<file path="src/rtl/fifo_read_arbiter_pkg.sv">
`default_nettype none
// ============================================================================
// Module      : fifo_read_arbiter_pkg
// Description : State encoding and sizing helper for the FIFO read arbiter.
// Revision    : 1.0 - initial release
// ============================================================================
package fifo_read_arbiter_pkg;

    localparam logic [1:0] c_st_idle   = 2'd0;
    localparam logic [1:0] c_st_grant  = 2'd1;
    localparam logic [1:0] c_st_locked = 2'd2;

    // Unlimited bursts still need a one-bit counter so the register is legal.
    function automatic int burst_cnt_width(input int max_burst);
        return (max_burst == 0) ? 1 : $clog2(max_burst + 1);
    endfunction

endpackage
`default_nettype wire

</file>
<file path="src/rtl/fifo_read_arbiter_rr_pick.sv">
`default_nettype none
// ============================================================================
// Module      : fifo_read_arbiter_rr_pick
// Description : Finds the first set bit at or after a start index, cyclic.
// Revision    : 1.0 - initial release
// ============================================================================
module fifo_read_arbiter_rr_pick #(
    parameter int WIDTH = 4,
    parameter int IDX_W = 2
) (
    input  logic [WIDTH-1:0] i_vec,
    input  logic [IDX_W-1:0] i_start,
    output logic             o_found,
    output logic [IDX_W-1:0] o_idx
);

    localparam logic [IDX_W:0] c_width = (IDX_W + 1)'(WIDTH);

    logic [IDX_W:0] w_pos;

    // Scan from the far end so the candidate closest to i_start wins last.
    always_comb begin
        o_found = 1'b0;
        o_idx   = '0;
        w_pos   = '0;
        for (int k = WIDTH - 1; k >= 0; k--) begin
            w_pos = {1'b0, i_start} + (IDX_W + 1)'(k);
            if (w_pos >= c_width) begin
                w_pos = w_pos - c_width;
            end
            if (i_vec[w_pos[IDX_W-1:0]]) begin
                o_found = 1'b1;
                o_idx   = w_pos[IDX_W-1:0];
            end
        end
    end

endmodule
`default_nettype wire

</file>
<file path="src/rtl/fifo_read_arbiter.sv">
`default_nettype none
// ============================================================================
// Module      : fifo_read_arbiter
// Description : Round-robin / lock read arbiter from N FWFT source FIFOs
//               onto the single out_fifo read port.
// Revision    : 1.0 - initial release
// ============================================================================
module fifo_read_arbiter
    import fifo_read_arbiter_pkg::*;
#(
    parameter int CHANNELS   = 4,
    parameter int DATA_WIDTH = 32,
    parameter int MAX_BURST  = 16
) (
    input  logic                           BUS_CLK,
    input  logic                           BUS_RST,
    input  logic [CHANNELS-1:0]            ENABLE_MASK,
    input  logic [CHANNELS-1:0]            LOCK_REQ,
    input  logic [CHANNELS-1:0]            IN_EMPTY,
    input  logic [CHANNELS*DATA_WIDTH-1:0] IN_DATA,
    output logic [CHANNELS-1:0]            IN_READ,
    input  logic                           OUT_READ,
    output logic                           OUT_EMPTY,
    output logic [DATA_WIDTH-1:0]          OUT_DATA,
    output logic [CHANNELS-1:0]            GRANT,
    output logic                           LOCKED,
    output logic                           READ_ERROR
);

    localparam int                  c_idx_w     = $clog2(CHANNELS);
    localparam int                  c_cnt_w     = burst_cnt_width(MAX_BURST);
    localparam logic [c_idx_w-1:0]  c_last_ch   = c_idx_w'(CHANNELS - 1);
    localparam logic [c_cnt_w-1:0]  c_max_burst = c_cnt_w'(MAX_BURST);

    logic [1:0]            r_state, w_state_nxt;
    logic [c_idx_w-1:0]    r_gidx, w_gidx_nxt;
    logic [c_idx_w-1:0]    r_last, w_last_nxt;
    logic [c_cnt_w-1:0]    r_cnt, w_cnt_nxt;
    logic                  r_read_error;

    logic [DATA_WIDTH-1:0] w_in_words [CHANNELS];
    logic [CHANNELS-1:0]   w_elig, w_lock_cand;
    logic [c_idx_w-1:0]    w_rr_base, w_rr_start, w_elig_idx, w_lock_idx;
    logic                  w_elig_found, w_lock_found;
    logic                  w_active, w_out_empty, w_pop, w_burst_done, w_rotate, w_rearb;

    for (genvar gi = 0; gi < CHANNELS; gi++) begin : g_unpack
        assign w_in_words[gi] = IN_DATA[gi*DATA_WIDTH +: DATA_WIDTH];
    end

    assign w_active    = (r_state != c_st_idle);
    assign w_out_empty = ~w_active | IN_EMPTY[r_gidx];
    assign w_pop       = OUT_READ & ~w_out_empty;
    assign w_elig      = ENABLE_MASK & ~IN_EMPTY;
    assign w_lock_cand = ENABLE_MASK & LOCK_REQ;

    // While granted, rotation starts after the owner, which becomes last-served.
    assign w_rr_base  = (r_state == c_st_grant) ? r_gidx : r_last;
    assign w_rr_start = (w_rr_base == c_last_ch) ? '0 : w_rr_base + 1'b1;

    assign w_burst_done = (MAX_BURST != 0) && w_pop && ((r_cnt + 1'b1) == c_max_burst);
    assign w_rotate     = IN_EMPTY[r_gidx] | ~ENABLE_MASK[r_gidx] | w_burst_done;

    fifo_read_arbiter_rr_pick #(.WIDTH(CHANNELS), .IDX_W(c_idx_w)) u_rr_elig (
        .i_vec   (w_elig),
        .i_start (w_rr_start),
        .o_found (w_elig_found),
        .o_idx   (w_elig_idx)
    );

    fifo_read_arbiter_rr_pick #(.WIDTH(CHANNELS), .IDX_W(c_idx_w)) u_rr_lock (
        .i_vec   (w_lock_cand),
        .i_start ('0),
        .o_found (w_lock_found),
        .o_idx   (w_lock_idx)
    );

    always_ff @(posedge BUS_CLK or posedge BUS_RST) begin
        if (BUS_RST) begin
            r_state      <= c_st_idle;
            r_gidx       <= '0;
            r_last       <= c_last_ch;
            r_cnt        <= '0;
            r_read_error <= 1'b0;
        end else begin
            r_state <= w_state_nxt;
            r_gidx  <= w_gidx_nxt;
            r_last  <= w_last_nxt;
            r_cnt   <= w_cnt_nxt;
            if (OUT_READ && w_out_empty) begin
                r_read_error <= 1'b1;
            end
        end
    end

    always_comb begin
        w_state_nxt = r_state;
        w_gidx_nxt  = r_gidx;
        w_last_nxt  = r_last;
        w_cnt_nxt   = r_cnt;
        w_rearb     = 1'b0;
        case (r_state)
            c_st_idle: w_rearb = 1'b1;
            c_st_grant: begin
                if (w_rotate) begin
                    w_rearb    = 1'b1;
                    w_last_nxt = r_gidx;
                end else if (w_pop && (MAX_BURST != 0)) begin
                    w_cnt_nxt = r_cnt + 1'b1;
                end
            end
            c_st_locked: begin
                if (!(LOCK_REQ[r_gidx] && ENABLE_MASK[r_gidx])) begin
                    w_rearb = 1'b1;
                end
            end
            default: w_rearb = 1'b1;
        endcase
        // Lock requests always beat the round-robin pick.
        if (w_rearb) begin
            w_cnt_nxt = '0;
            if (w_lock_found) begin
                w_state_nxt = c_st_locked;
                w_gidx_nxt  = w_lock_idx;
            end else if (w_elig_found) begin
                w_state_nxt = c_st_grant;
                w_gidx_nxt  = w_elig_idx;
            end else begin
                w_state_nxt = c_st_idle;
                w_gidx_nxt  = '0;
            end
        end
    end

    always_comb begin
        GRANT      = '0;
        IN_READ    = '0;
        OUT_EMPTY  = w_out_empty;
        OUT_DATA   = w_active ? w_in_words[r_gidx] : '0;
        LOCKED     = (r_state == c_st_locked);
        READ_ERROR = r_read_error;
        if (w_active) begin
            GRANT[r_gidx] = 1'b1;
        end
        if (w_pop) begin
            IN_READ[r_gidx] = 1'b1;
        end
    end

endmodule
`default_nettype wire

</file>
<file path="config.mk">
export PLATFORM = sky130hd
export DESIGN_NAME = fifo_read_arbiter
export DESIGN_NICKNAME = d
export VERILOG_FILES = /design/src/rtl/fifo_read_arbiter_pkg.sv /design/src/rtl/fifo_read_arbiter_rr_pick.sv /design/src/rtl/fifo_read_arbiter.sv
export SDC_FILE = /design/constraint.sdc
export NUM_CORES = 1
export LEC_CHECK = 0
export ABC_AREA = 1
export ABC_CLOCK_PERIOD_IN_PS = 2050
export CAP_MARGIN = 20
export CORE_MARGIN = 2
export CORE_UTILIZATION = 35
export DETAILED_ROUTE_END_ITERATION = 8
export DONT_BUFFER_PORTS = 1
export PLACE_DENSITY_LB_ADDON = 0.08
export SLEW_MARGIN = 40
export SYNTH_ARGS = -nofsm -noshare
export SYNTH_HDL_FRONTEND = slang
export SYNTH_SLANG_ARGS = --single-unit
</file>
<file path="constraint.sdc">
create_clock -name BUS_CLK -period 2.05 [get_ports BUS_CLK]
set_input_delay 0.205 -clock BUS_CLK [delete_from_list [all_inputs] [get_ports BUS_CLK]]
set_output_delay 0.205 -clock BUS_CLK [all_outputs]
set_load 0.03 [all_outputs]
</file>
Word level (Yosys, flattened, before mapping)
Index checks and enable logic that the tools add are counted.

word-level totals
  output and inout port bits = 43
  bits in registers = 12
  bits of input ports = 143

cells by class
  equal/unequal tests = 5
  muxes and demuxes = 55
  add/subtract/negate cells = 9
  bitwise logic cells = 11
  reduce and logical (&&, ||, !) cells = 9
  order comparisons = 11

operators by type and width
  operator                                                                              number
  32-bit 2-to-1 mux                                                                     3
  32-bit binary-select mux with 2-bit select                                            1
  2-bit 2-to-1 mux                                                                      17
  5-bit 2-to-1 mux                                                                      4
  1-bit 2-to-1 mux                                                                      19
  2-bit by 3-bit < comparator with 1-bit output (second input constant)                 5
  1-bit binary-select mux with 2-bit select                                             7
  3-bit greater-or-equal comparator (second input constant)                             4
  4-bit bitwise AND                                                                     2
  4-bit 2-to-1 mux                                                                      2
  2-bit by 1-bit subtractor with 2-bit output (second input constant)                   4
  2-bit by 2-bit adder with 3-bit output (second input constant)                        2
  2-bit nonzero test                                                                    3
  5-bit by 1-bit adder with 5-bit output (second input constant)                        1
  5-bit == test (second input constant)                                                 1
  2-bit == test (second input constant)                                                 2
  1-bit logical AND                                                                     4
  4-bit inverter                                                                        1
  2-bit by 1-bit adder with 3-bit output (second input constant)                        1
  2-bit by 3-bit greater-or-equal comparator with 1-bit output (second input constant)  1
  1-bit inverter                                                                        3
  2-bit inverter with 3-bit output                                                      1
  1-bit OR                                                                              3
  3-bit AND reduction                                                                   1
  8 further kinds                                                                       8

Longest topological paths before layout
  word-level depth = 15
  depth in mapped cells = 16
  gate-level depth less buffers = 16

By module
A second synthesis with hierarchy kept.

unflattened totals
  cell total of the unflattened synthesis = 417
  area total of the unflattened synthesis = 2453.6 um2

by module, submodules not included
  module                     area each (um2)  times used  cells an instance
  fifo_read_arbiter          2028.2           1           325
  fifo_read_arbiter_rr_pick  212.7            2           46

Worst setup path before layout
Ideal clock, no wire load.

  path kind = register to output
  start = register r_gidx[0]
  end = output OUT_DATA[10]
  cell stages (with the launch flop) = 8
  arrival time = 1.695 ns
  required time = 1.845 ns
  buffers on the path = 3
  slack = 0.150 ns
  cells stage by stage = dfrtp_1 buf_4 inv_2 buf_6 nor2_1 buf_2 a22oi_1 a31oi_1

on the way
  longest elaborated chain between the ends = 5

RTL lines
  item                                                    RTL line                  source
  start, declared                                         fifo_read_arbiter.sv:36   logic [c_idx_w-1:0] r_gidx, w_gidx_nxt;
  start signal, assigned                                  fifo_read_arbiter.sv:87   r_gidx <= w_gidx_nxt;
  2-bit inverter with 3-bit output (implied by the code)  fifo_read_arbiter.sv:139  OUT_DATA = w_active ? w_in_words[r_gidx] : '0;
  32-bit binary-select mux with 2-bit select              fifo_read_arbiter.sv:139
  32-bit 2-to-1 mux (implied by the code) (2 in series)   fifo_read_arbiter.sv:139
  32-bit 2-to-1 mux                                       fifo_read_arbiter.sv:139
  end, declared                                           fifo_read_arbiter.sv:24   output logic [DATA_WIDTH-1:0] OUT_DATA,

No other way between the ends. The select of a mux whose other input is x is not followed.

Final worst setup path
  start = register r_gidx[0]
  end = output OUT_DATA[0]

Same word-level chain as after synthesis.

==> run summary <==
Critical Path Sink Type -> primary output
most numerous cell on the critical path -> buf_4
relative slew slack -> 0.677
syn_area_per_cell -> 5.76 um2
cells along the critical path -> buf_4, inv_4, nor2_2, buf_8, a22oi_1, a31oi_1, buf_4
Overall Global Routing Usage -> 0.220
maxcap violations -> 0
Peak Freq -> 516 MHz
Cell Int Power -> 2.03 mW
Cell Area, Synth -> 2150 um2
gpl congestion -> 0.846
row cnt -> 28
static leakage -> 1.24 nW
Mapped Nets -> 522
clk sinks -> 12
Post-Synth XOR/XNOR Area -> 0
Longest Clk Path Bufs -> 2
Total Wirelength -> 8310 um
leading cell types by count after synthesis -> nand2_1 (99), nand3_1 (88), a22oi_1 (32), a31oi_1 (32), inv_1 (31)
worst path bufs/invs -> 4
Reg power frac -> 0.072
Mapped Cells -> 374
pin count of the biggest net entering global routing -> 41
Pre-Repair DR Iteration Count -> 5
Final setup viols -> 0
clock share of power -> 0.053
Max IR drop VDD -> 0.950 mV
clk_lat worst skew -> 0.25 ns
Switching Fraction -> 0.616
H-tree depth -> 1
P_sw -> 3.26 mW
Seq cells post-synth -> 12
Gate power share -> 0.875
Met3 Routed Length -> 816 um
sequential share of the synthesized area -> 0.141
Max stage delay on crit path -> 0.40 ns
Top delay family on crit path -> buffers and inverters
drc violations -> 0
Pins Over Slew Limit -> 0
DIE AREA -> 6800 um2
first-pass GRT wire length -> 11,700 um
period utilization -> 0.946
CTS tree -> yes
global route total overflow -> 0
Worst EP arrival -> 1.73 ns
layout cell share with drive strength beyond 1 -> 0.197
Sum Neg Setup Slack -> 0 ns
RSZ-0062 raised after global routing -> false
number of fill cells -> 667
initial antenna violation count -> 0
status -> completed
CP max stage cell -> dfrtp_1
root buffer cell -> clkbuf_8
port bufs -> 0
vias in the first global route -> 2,398
Post-synth top flop -> dfrtp_1
Fin. Hold Viols -> 0
EDFF count, synth -> 0
Final Skew -> 0.000897 ns
Num CTS Buffers -> 3
Crit path required time -> 1.85 ns
Finished Core Util -> 0.443
Post-DP HPWL -> 6550 um
top cells by area, synth -> nand3_1 (20%), nand2_1 (17%), dfrtp_1 (12%)
Die H -> 82.4 um
worst setup path startpoint -> r_gidx[0]
clock slew at reported path FFs -> 0.06 ns
antenna violation net count after detailed routing -> 0
worst hold start -> OUT_READ
worst hold path type -> input pin to register
Final Critical Period -> 1.94 ns
Vias/cell -> 5.81
post-synthesis adder-cell area fraction -> 0.0291
Die Wd -> 82.4 um
core box area -> 5920 um2
Initial Util -> 0.364
Power Density -> 2020 nW/um2
multiplexer share of the synthesized area -> 0
n_diodes -> 0
CP max FO -> 28
M1 WL -> 3540 um
largest family of logic cells by synthesized area -> simple AND/OR/NAND/NOR gates
Worst-Margin Slew -> 0.483 ns
via count -> 2,793
Ports -> 186
CP Class -> register to primary output
Final nets -> 555
area share of the largest cell type after synthesis -> 0.205
area leader, netlist -> nand3_1
post-synthesis cell type count -> 28
post-synthesis simple-gate area fraction -> 0.469
Syn. warnings -> 0
complex-gate fraction of the synthesized area -> 0.233
DR top layer -> met4
met2 wire length -> 3930 um
reg2reg start -> r_state[1]
CP Launch Type -> register
most frequent cell after synthesis -> nand2_1
asr flop ratio synth -> 1.00
Area Growth Syn to Fin -> 21.8%
Starting DRT DRC Count -> 174
WL/cell -> 17.3 um
worst paths after layout:
path	slack, ns	endpoint	cells past startpoint
max in group asynchronous	1.28	r_gidx[1]	2
setup / recovery	0.11	OUT_DATA[0]	7
min in group asynchronous	0.42	r_cnt[0]	2
hold / removal	0.07	READ_ERROR	1
hold reg to reg	0.51	r_last[0]	2
setup reg to reg	0.23	r_gidx[1]	15
metal layers:
| layer | up-vias | track usage |
|---|---|---|
| met3 | 4 | 0.0500 |
| met1 | 1266 | 0.316 |
| li1 | 1375 | - |
| met5 | - | 0 |
| met2 | 148 | 0.340 |
| met4 | 0 | 0.0317 |
cells in the final DEF (no fill, tap or decap):
master | synthesis | layout
a21boi_0 | 1 | 1
a21o_1 | 1 | 1
a21oi_1 | 2 | 2
a21oi_4 | 1 | 1
a22oi_1 | 32 | 31
a22oi_2 | 0 | 1
a31oi_1 | 32 | 32
buf_4 | 1 | 52
buf_6 | 3 | 1
buf_8 | 0 | 2
clkbuf_8 | 0 | 4
dfrtp_1 | 10 | 9
dfrtp_2 | 0 | 1
dfstp_2 | 2 | 2
dlygate4sd3_1 | 0 | 1
ha_1 | 5 | 4
ha_2 | 0 | 1
inv_1 | 31 | 31
inv_2 | 3 | 2
inv_4 | 1 | 2
nand2_1 | 99 | 99
nand2_2 | 3 | 3
nand2_4 | 1 | 1
nand3_1 | 88 | 88
nand3_2 | 2 | 1
nand3_4 | 1 | 2
nand4_1 | 7 | 7
nor2_1 | 17 | 16
nor2_2 | 2 | 3
nor2_4 | 1 | 1
o21ai_0 | 3 | 3
o21ai_1 | 1 | 1
layout make-up:
type | instances | area [um2] | share of cell area
multi-input cells | 299 | 1590 | 0.607
repair buffers | 56 | 442 | 0.168
flip-flops and latches | 12 | 304 | 0.116
inverters | 35 | 136 | 0.0520
well taps | 75 | 93.8 | 0.0358
clock buffers | 4 | 55.1 | 0.0210
power groups by stage:
stage	Sequential [mW]	Combinational [mW]	Clock (mW)
3_5_place_dp	0.395	4.49	0
6_report	0.382	4.63	0.279
3_3_place_gp	0.396	4.47	0
2_1_floorplan	0.351	3.25	0
4_1_cts	0.392	4.54	0.281
5_1_grt	0.392	5.00	0.296
through the flow:
step / cells / instance area (um2) / worst slack, ns / hold WS, ns / power, mW
2_1_floorplan: 374 / 2150 / 0.150 / 0.0683 / 3.60
3_5_place_dp: 474 / 2510 / 0.186 / 0.145 / 4.88
3_3_place_gp: 474 / 2510 / 0.189 / 0.137 / 4.86
5_1_grt: 481 / 2620 / 0.00320 / 0.0774 / 5.69
6_report: 481 / 2620 / 0.111 / 0.0713 / 5.29
4_1_cts: 479 / 2590 / 0.00949 / 0.0715 / 5.21
timing repair:
action | 4_1_cts | 5_1_grt
setup buffers | 0 | 2
resized for setup | 4 | 5
endpoints found under the setup margin | 28 | 33
endpoints found under the hold margin | 10 | 0
pin swaps | 1 | 1
gates cloned | 0 | 0
hold buffers | 1 | 0
state kept, by name, indices dropped and copies added, names as in the netlist:
signal	count
READ_ERROR	1
r_cnt	5
r_gidx	2
r_last	2
r_state	2
cells by family after synthesis:
logic type	count (synthesis)
DFF	12
buffers and inverters	63
and+or+nand+nor	221
AOI/OAI and AO/OA	73
adders and majority gates	5
No activity file was read; power rests on OpenSTA's default activity.
